## src/rtl/ua_pkg.sv

```systemverilog
// Shared UART receive-path constants.
//   UA_DATA_W      : receiver byte width
//   UA_FIFO_ADDR_W : receive FIFO address width (depth = 2**UA_FIFO_ADDR_W)
package ua_pkg;

    localparam int unsigned UA_DATA_W      = 8;
    localparam int unsigned UA_FIFO_ADDR_W = 4;

    // Entry count of a FIFO with the given address width.
    function automatic int unsigned ua_fifo_depth(input int unsigned addr_w);
        return 32'(1) << addr_w;
    endfunction

endpackage

```

## src/rtl/ua_sync_fifo.sv

```systemverilog
// Generic synchronous FIFO with registered read data and occupancy count.
// Ports:
//   clk, rst            : clock, asynchronous active-high reset
//   wr_en, wr_data      : write request and byte; accepted if not full or a read
//                         is accepted in the same clk
//   rd_en               : read strobe; ignored while empty
//   rd_data, rd_valid   : popped entry (held between pops), one-clk valid pulse
//   empty, full, level  : occupancy, derived from the registered count
module ua_sync_fifo
    import ua_pkg::*;
#(
    parameter int unsigned DATA_W = UA_DATA_W,
    parameter int unsigned ADDR_W = UA_FIFO_ADDR_W
) (
    input  logic              clk,
    input  logic              rst,
    input  logic              wr_en,
    input  logic [DATA_W-1:0] wr_data,
    input  logic              rd_en,
    output logic [DATA_W-1:0] rd_data,
    output logic              rd_valid,
    output logic              empty,
    output logic              full,
    output logic [ADDR_W:0]   level
);

    localparam int unsigned DEPTH = ua_fifo_depth(ADDR_W);

    logic [DATA_W-1:0] mem [DEPTH];
    logic [ADDR_W-1:0] wr_ptr;
    logic [ADDR_W-1:0] rd_ptr;
    logic              do_rd;
    logic              do_wr;

    // A read in the same clk frees a slot, so a full FIFO still takes the write.
    assign do_rd = rd_en & ~empty;
    assign do_wr = wr_en & (~full | do_rd);

    assign empty = (level == '0);
    assign full  = (level == (ADDR_W+1)'(DEPTH));

    // Storage array; contents are don't-care after reset.
    always_ff @(posedge clk) begin
        if (do_wr) begin
            mem[wr_ptr] <= wr_data;
        end
    end

    // Pointers wrap naturally at ADDR_W bits.
    always_ff @(posedge clk or posedge rst) begin
        if (rst) begin
            wr_ptr <= '0;
            rd_ptr <= '0;
        end else begin
            if (do_wr) begin
                wr_ptr <= wr_ptr + ADDR_W'(1);
            end
            if (do_rd) begin
                rd_ptr <= rd_ptr + ADDR_W'(1);
            end
        end
    end

    // Occupancy count.
    always_ff @(posedge clk or posedge rst) begin
        if (rst) begin
            level <= '0;
        end else begin
            case ({do_wr, do_rd})
                2'b10:   level <= level + (ADDR_W+1)'(1);
                2'b01:   level <= level - (ADDR_W+1)'(1);
                default: level <= level;
            endcase
        end
    end

    // Read port: data held between pops, valid pulses for one clk.
    always_ff @(posedge clk or posedge rst) begin
        if (rst) begin
            rd_data  <= '0;
            rd_valid <= 1'b0;
        end else begin
            rd_valid <= do_rd;
            if (do_rd) begin
                rd_data <= mem[rd_ptr];
            end
        end
    end

endmodule

```

## src/rtl/ua_rx_fifo.sv

```systemverilog
// Receive byte buffer behind the UART receiver: captures each completed byte
// one clk after the ready flag rises, queues it, and flags dropped bytes.
// Ports:
//   clk, rst          : clock, asynchronous active-high reset
//   rx_byte, rx_rdy   : receiver byte and ready flag (low during stop bit)
//   rd_en             : host read strobe
//   rd_data, rd_valid : popped byte and its one-clk valid pulse
//   empty, full, level: FIFO occupancy
//   overrun, ovr_clr  : sticky drop flag and its clear
module ua_rx_fifo
    import ua_pkg::*;
#(
    parameter int unsigned DATA_W = UA_DATA_W,
    parameter int unsigned ADDR_W = UA_FIFO_ADDR_W
) (
    input  logic              clk,
    input  logic              rst,
    input  logic [DATA_W-1:0] rx_byte,
    input  logic              rx_rdy,
    input  logic              rd_en,
    output logic [DATA_W-1:0] rd_data,
    output logic              rd_valid,
    output logic              empty,
    output logic              full,
    output logic [ADDR_W:0]   level,
    output logic              overrun,
    input  logic              ovr_clr
);

    logic rdy_q;
    logic cap_pend;
    logic rise;
    logic drop;

    // rdy_q resets high so a flag already high out of reset is not a rise.
    assign rise = rx_rdy & ~rdy_q;

    // Full with no read to free a slot: the capture is lost.
    assign drop = cap_pend & full & ~rd_en;

    // Rise detector and one-clk delay matching the receiver's byte register.
    always_ff @(posedge clk or posedge rst) begin
        if (rst) begin
            rdy_q    <= 1'b1;
            cap_pend <= 1'b0;
        end else begin
            rdy_q    <= rx_rdy;
            cap_pend <= rise;
        end
    end

    // Sticky overrun; a new drop wins over a clear in the same clk.
    always_ff @(posedge clk or posedge rst) begin
        if (rst) begin
            overrun <= 1'b0;
        end else if (drop) begin
            overrun <= 1'b1;
        end else if (ovr_clr) begin
            overrun <= 1'b0;
        end
    end

    ua_sync_fifo #(
        .DATA_W (DATA_W),
        .ADDR_W (ADDR_W)
    ) u_fifo (
        .clk      (clk),
        .rst      (rst),
        .wr_en    (cap_pend),
        .wr_data  (rx_byte),
        .rd_en    (rd_en),
        .rd_data  (rd_data),
        .rd_valid (rd_valid),
        .empty    (empty),
        .full     (full),
        .level    (level)
    );

endmodule

```

## config.mk

```make
export PLATFORM = sky130hd
export DESIGN_NAME = ua_rx_fifo
export DESIGN_NICKNAME = d
export VERILOG_FILES = /design/src/rtl/ua_pkg.sv /design/src/rtl/ua_sync_fifo.sv /design/src/rtl/ua_rx_fifo.sv
export SDC_FILE = /design/constraint.sdc
export NUM_CORES = 1
export LEC_CHECK = 0
export CORE_UTILIZATION = 62
export CTS_BUF_LIST = sky130_fd_sc_hd__clkbuf_4 sky130_fd_sc_hd__clkbuf_8
export DETAILED_ROUTE_END_ITERATION = 8
export GPL_TIMING_DRIVEN = 0
export MAX_ROUTING_LAYER = met4
export PLACE_DENSITY_LB_ADDON = 0.3
export REMOVE_ABC_BUFFERS = 1
export SYNTH_ARGS = -nofsm -noshare
export SYNTH_HDL_FRONTEND = slang
export SYNTH_SLANG_ARGS = --single-unit
```

## constraint.sdc

```tcl
create_clock -name clk -period 3.75 [get_ports clk]
set_clock_uncertainty 0.1 [all_clocks]
set_input_delay 0.75 -clock clk [delete_from_list [all_inputs] [get_ports clk]]
set_output_delay 0.75 -clock clk [all_outputs]
set_load 0.1 [all_outputs]
```

==> results of run 1 <==
## cell families after synthesis
group	share of synthesized area
compound gates	0.0253
fa+ha+maj	0.0197
flops	0.734
xor+xnor	0.0129
mux	0.156
buf+inv	0.0166
simple gates	0.0353
## power breakdown
| group | internal (mW) | switching [mW] |
|---|---|---|
| logic | 0.728 | 1.06 |
| clock network | 0.688 | 0.656 |
| registers | 2.03 | 0.316 |
## cells in the mapped netlist (all sizes together)
master	number	area share
o32ai	1	0.0014
nand4	2	0.0021
a21oi	2	0.0016
or4	1	0.0012
mux2	4	0.0074
o21ai	2	0.0023
mux2i	18	0.030
or3	1	0.0010
a2111o	1	0.0018
o211ai	1	0.0012
dfstp	1	0.0043
a21o	2	0.0025
dfrtp	24	0.099
clkbuf	6	0.0037
nand2	21	0.013
nor4	1	0.0010
xnor2	7	0.010
nor2	15	0.0092
buf	11	0.0086
o221ai	9	0.013
xor2	2	0.0029
fa	1	0.0033
inv	7	0.0043
nor2b	1	0.0010
edfxtp	128	0.63
o31a	1	0.0014
mux4	32	0.12
ha	8	0.016
nand2b	3	0.0031
nor3	4	0.0033
## registers in the layout, indices dropped and copies added, names as in the netlist
| name | flops |
|---|---|
| u_fifo.rd_ptr | 4 |
| u_fifo.level | 5 |
| rdy_q | 1 |
| u_fifo.mem | 128 |
| u_fifo.rd_data | 8 |
| u_fifo.wr_ptr | 4 |
| overrun | 1 |
| u_fifo.rd_valid | 1 |
| cap_pend | 1 |
## per-layer routing
layer	vias to the layer above	global-route usage	part of all wire
li1	1321	-	-
met1	1516	0.336	0.41
met2	129	0.384	0.50
met3	10	0.0548	0.073
met4	0	0.106	0.0094
met5	-	-	0
## area by class of cell
| type | instances | area [sq um] |
|---|---|---|
| Clock buffer | 17 | 234 |
| Clock inverter | 15 | 205 |
| Fill cell | 576 | 2420 |
| Inverter | 7 | 26.3 |
| Multi-Input combinational cell | 140 | 1550 |
| Sequential cell | 153 | 4470 |
| Tap cell | 129 | 161 |
| Timing Repair Buffer | 30 | 308 |
## critical path: stages (launching register included)
cell      delay (ns)
dfrtp_1         0.47
or4_1           0.70
o21ai_4         0.46
nor2_1          0.20
fa_1            0.44
a21o_1          0.19
a21oi_1         0.29
mux2_2          0.38
o221ai_1        0.18
## layout by cell type (no fill, tap or decap), types with 2 or more instances in the layout
cell and instances:
inv_1 6, inv_6 3, ha_1 8, dfrtp_2 2
o221ai_1 9, nand4_1 2, nand2b_1 3, inv_8 5
mux2_1 3, dlygate4sd2_1 2, clkbuf_8 17, clkinvlp_4 2
a21o_1 2, dfrtp_1 22, a21oi_1 2, nor2_1 15
clkdlybuf4s50_1 27, xor2_1 2, edfxtp_1 128, clkinv_4 2
mux4_2 32, nor3_2 4, xnor2_1 7, bufinv_16 3
mux2i_1 17, nand2_1 20
## repair_timing
action | CTS | global route
hold buffers | 0 | 0
buffers inserted | 0 | 0
resized for setup | 3 | 0
setup endpoints to repair | 3 | 0
## worst max-delay path by stage
stage | from | end
final | u_fifo.level[0] | u_fifo.level[4]
after global routing | u_fifo.level[0] | u_fifo.level[4]
after CTS | u_fifo.level[0] | u_fifo.level[4]
after detailed placement | u_fifo.level[0] | u_fifo.level[4]
after global placement | u_fifo.level[0] | u_fifo.level[4]
after floorplan | u_fifo.level[0] | empty
## stage by stage
stage | util | cells
after floorplan | - | 300
after global placement | 0.690 | 458
after detailed placement | 0.692 | 459
after CTS | 0.740 | 491
after global routing | 0.742 | 491
final | 0.742 | 491
==> flow_summary_export.csv, run 1 <==
group,metric,value,unit
sta,hold_viol_final,0,
routing,first_pass_iters,5,
routing,ant_nets,0,
clocking,cts-buffers-inserted,17,
power,irDropWorstVdd,0.478,mV
floorplanning,io_pins,30,
grt,grt_max_degree,34,
critical_path,r2r-end,"u_fifo.level[4]",
sta,timing.hold.ws,0.394,ns
clocking,cts_tree,"built",
placed_design,io_buffers,29,
finish,drive_above_1_share,0.213,
synthesis,synth_seq_area_share,0.734,
critical_path,cp-start-kind,"flop",
synthesis,syn_avg_cell_area,19.2,sq um
floorplanning,rows,35,
critical_path,cp.arrival,3.75,ns
finish,synthToLayoutAreaGrowth,14.2,%
synthesis,syn_inst,317,
grt,antenna_found_initial,0,
critical_path,worstPathRequired,3.99,ns
sta,slew_viol_final,0,
grt,grt_usage,0.252,
power,power.total,5.48,mW
critical_path,reg2reg_from,"u_fifo.level[0]",
floorplanning,design.core.area,9370,sq um
worst_hold_path,hold_start,"rdy_q",
worst_hold_path,holdPathStages,1,
sta,finalCritPeriodShare,0.935,
worst_hold_path,worstHoldEndpoint,"cap_pend",
floorplanning,start_util,0.650,
synthesis,yosysUniqueCellTypes,36,
floorplanning,dieHeight,101,um
placed_design,routabilityCongestion,0.750,
routing,drc,0,
finish,num-nets-final,371,
clocking,cts-root-buf,"clkbuf_8",
critical_path,reg2reg_slack,0.24,ns
sta,setup_viol,0,
clocking,cts.sinks,153,
critical_path,worst_setup_path_end_kind,"flop",
placed_design,place_ws,0.00997,ns
outcome,status,"finished, final reports clean",
synthesis,syn-cell-area,6090,sq um
grt,grt_pass1_vias,2965,
sta,slew_headroom,0.248,
sta,setup_tns,0,ns
power,p_leak,2.37,nW
floorplanning,die-area,10200,sq um
routing,avgRoutedWirePerCell,22.3,um
synthesis,ys.warnings.count,0,
clocking,clk_pin_slew,0.09,ns
grt,grt_overflow,0,
grt,grt_pass1_wl,16.9,mm
critical_path,worstSetupPathType,"reg -> reg",
synthesis,ys_ff_latch,153,
flow_run,timing.max_cap.violations,0,
placed_design,dpl.hpwl,6.89,mm
sta,setup_ws,0.243,ns
placed_design,place_area,6490,sq um
routing,drt-vias-per-instance,6.06,
routing,via_count,2976,
power,powerDensity,789,nW/um^2
clocking,clockBufferDepth,2,
worst_hold_path,hold_path.class,"reg -> reg",
routing,routed_wl,10.9,mm
critical_path,rr_worst_depth,8,
routing,dr.first_iter.drc_count,354,
sta,tightest_slew,1.13,ns
finish,diodes,0,
clocking,insertion_delay,0.44,ns
sta,period_needed,3.51,ns
sta,rsz0062_at_grt,"no",
floorplanning,die_width,101,um
finish,finish.instance_area,6950,sq um
sta,clock.fmax,285,MHz
clocking,h-tree-depth,4,
critical_path,critPathMaxFanout,13,
Note: power is estimated with default switching activity, not from simulation.
==> inputs of run 2 (changes only) <==
- MAX_ROUTING_LAYER: met4 -> not set
==> run 2 against run 1 <==
Hold slack about the same; non-clock buffer count unchanged; global-route usage is 0.78 points lower; wire length is 0.66% higher; combinational power about the same; final area did not move; critical path type unchanged; largest cell class unchanged; largest power group unchanged.
==> flow_summary_export.csv, run 2 (synthesized netlist as in run 1, its figures left out) <==
group,metric,value,unit
placed_design,dpl.hpwl,6.89,mm
worst_hold_path,hold_path.class,"reg -> reg",
routing,drt-vias-per-instance,6.09,
worst_hold_path,worstHoldEndpoint,"cap_pend",
grt,grt_pass1_vias,2957,
routing,ant_nets,0,
floorplanning,die-area,10200,sq um
power,powerDensity,790,nW/um^2
sta,setup_tns,0,ns
floorplanning,start_util,0.650,
sta,hold_viol_final,0,
outcome,status,"finished, final reports clean",
critical_path,worstPathRequired,4.00,ns
grt,grt_overflow,0,
finish,num-nets-final,371,
finish,largestRegisters,"u_fifo.mem (128), u_fifo.rd_data (8), u_fifo.level (5)",
finish,num-fill-cells,576,
critical_path,rr_worst_depth,8,
floorplanning,die_width,101,um
floorplanning,design.core.area,9370,sq um
critical_path,max_stage_delay,0.71,ns
clocking,insertion_delay,0.44,ns
floorplanning,dieHeight,101,um
routing,routed_wl,11.0,mm
clocking,cts_setup_buffers,0,
finish,mostFrequentLayoutCells,"edfxtp_1 (128), mux4_2 (32), clkdlybuf4s50_1 (27)",
floorplanning,rows,35,
critical_path,critPathMaxFanout,13,
finish,mostFrequentLayoutCell,"edfxtp_1",
clocking,cts_tree,"built",
sta,rsz0062_at_grt,"no",
critical_path,slowest_stage,"or4_1",
finish,largest_reg_flops,128,
clocking,h-tree-depth,4,
clocking,cts.sinks,153,
sta,tightest_slew,1.14,ns
critical_path,cp-start-kind,"flop",
finish,finish.instance_area,6950,sq um
routing,dr.first_iter.drc_count,334,
flow_run,timing.max_cap.violations,0,
clocking,clk_pin_slew,0.08,ns
critical_path,reg2reg_from,"u_fifo.level[0]",
floorplanning,io_pins,30,
sta,setup_viol,0,
clocking,cts-buffers-inserted,17,
clocking,cts-root-buf,"clkbuf_8",
critical_path,r2r-end,"u_fifo.level[4]",
routing,drc,0,
finish,diodes,0,
critical_path,critPathLaunch,"u_fifo.level[0]",
placed_design,io_buffers,29,
clocking,clockBufferDepth,2,
finish,largest_register,"u_fifo.mem",
worst_hold_path,holdPathStages,1,
finish,synthToLayoutAreaGrowth,14.2,%
routing,first_pass_iters,4,
critical_path,cp.arrival,3.76,ns
sta,slew_headroom,0.241,
critical_path,worstSetupPathType,"reg -> reg",
finish,fin_util,0.742,
critical_path,path_cells,"or4_1, o21ai_4, nor2_1, fa_1, a21o_1, a21oi_1, mux2_2, o221ai_1",
grt,grt_pass1_wl,16.9,mm
finish,drive_above_1_share,0.213,
sta,finalCritPeriodShare,0.938,
worst_hold_path,hold_start,"rdy_q",
routing,via_count,2989,
sta,clock.fmax,284,MHz
power,p_leak,2.37,nW
grt,grt_max_degree,34,
routing,avgRoutedWirePerCell,22.4,um
critical_path,reg2reg_slack,0.23,ns
placed_design,place_area,6490,sq um
critical_path,worst_setup_path_end_kind,"flop",
power,irDropWorstVdd,0.478,mV
grt,grt_usage,0.244,
sta,period_needed,3.52,ns
sta,slew_viol_final,0,
placed_design,routabilityCongestion,0.741,
grt,antenna_found_initial,0,
[run 2: cell counts in the layout (fill, tap and decap cells not counted)]
Identical to the previous run, type by type.
[run 2: worst max path at each step]
stage                 endpoint  cells past startpoint
2_1_floorplan            empty                      2
3_3_place_gp   u_fifo.level[4]                      8
3_5_place_dp   u_fifo.level[4]                      8
4_1_cts        u_fifo.level[4]                      8
5_1_grt        u_fifo.level[4]                      8
6_report       u_fifo.level[4]                      8
[run 2: final cells by class]
| cell class | count | area [sq um] | share of cell area |
|---|---|---|---|
| clock inverter | 15 | 205 | 0.0295 |
| sequential | 153 | 4470 | 0.643 |
| multi-input combinational | 140 | 1550 | 0.222 |
| inverter | 7 | 26.3 | 0.00378 |
| timing repair buffer | 30 | 308 | 0.0443 |
| clock buffer | 17 | 234 | 0.0337 |
| tap | 129 | 161 | 0.0232 |
[run 2: stage by stage]
stage | instances | hold WS (ns) | setup slack (ns) | power (mW)
5_1_grt | 491 | 0.410 | 0.0411 | 5.71
4_1_cts | 491 | 0.395 | 0.194 | 5.52
6_report | 491 | 0.394 | 0.234 | 5.49
3_5_place_dp | 459 | 0.373 | 0.00997 | 4.19
3_3_place_gp | 458 | 0.371 | 0.175 | 4.14
2_1_floorplan | 300 | 0.364 | 0.0579 | 3.69
[run 2: routing by layer]
| metal | routed length, um | share of wire | track usage |
|---|---|---|---|
| met4 | 142 | 0.013 | 0.106 |
| met5 | 0 | 0 | 0 |
| met3 | 587 | 0.053 | 0.0548 |
| met2 | 5580 | 0.51 | 0.384 |
| met1 | 4700 | 0.43 | 0.337 |
[run 2: timing repair]
item	CTS	global route
setup endpoints to repair	3	0
resized for setup	3	0
hold buffers	0	0
[run 2: critical path, delay by kind of cell (launching register included)]
| kind | cells | cell delay (ns) |
|---|---|---|
| flops | 1 | 0.48 |
| fa+ha+maj | 1 | 0.44 |
| compound gates | 4 | 1.11 |
| simple gates | 2 | 0.91 |
| mux | 1 | 0.38 |
[run 2: power by group]
| part | internal (mW) | switching, mW | leakage [nW] | total [mW] |
|---|---|---|---|---|
| combinational | 0.728 | 1.06 | 0.705 | 1.79 |
| sequential | 2.03 | 0.317 | 1.45 | 2.35 |
| clock | 0.688 | 0.663 | 0.217 | 1.35 |
| total | 3.45 | 2.04 | 2.37 | 5.49 |
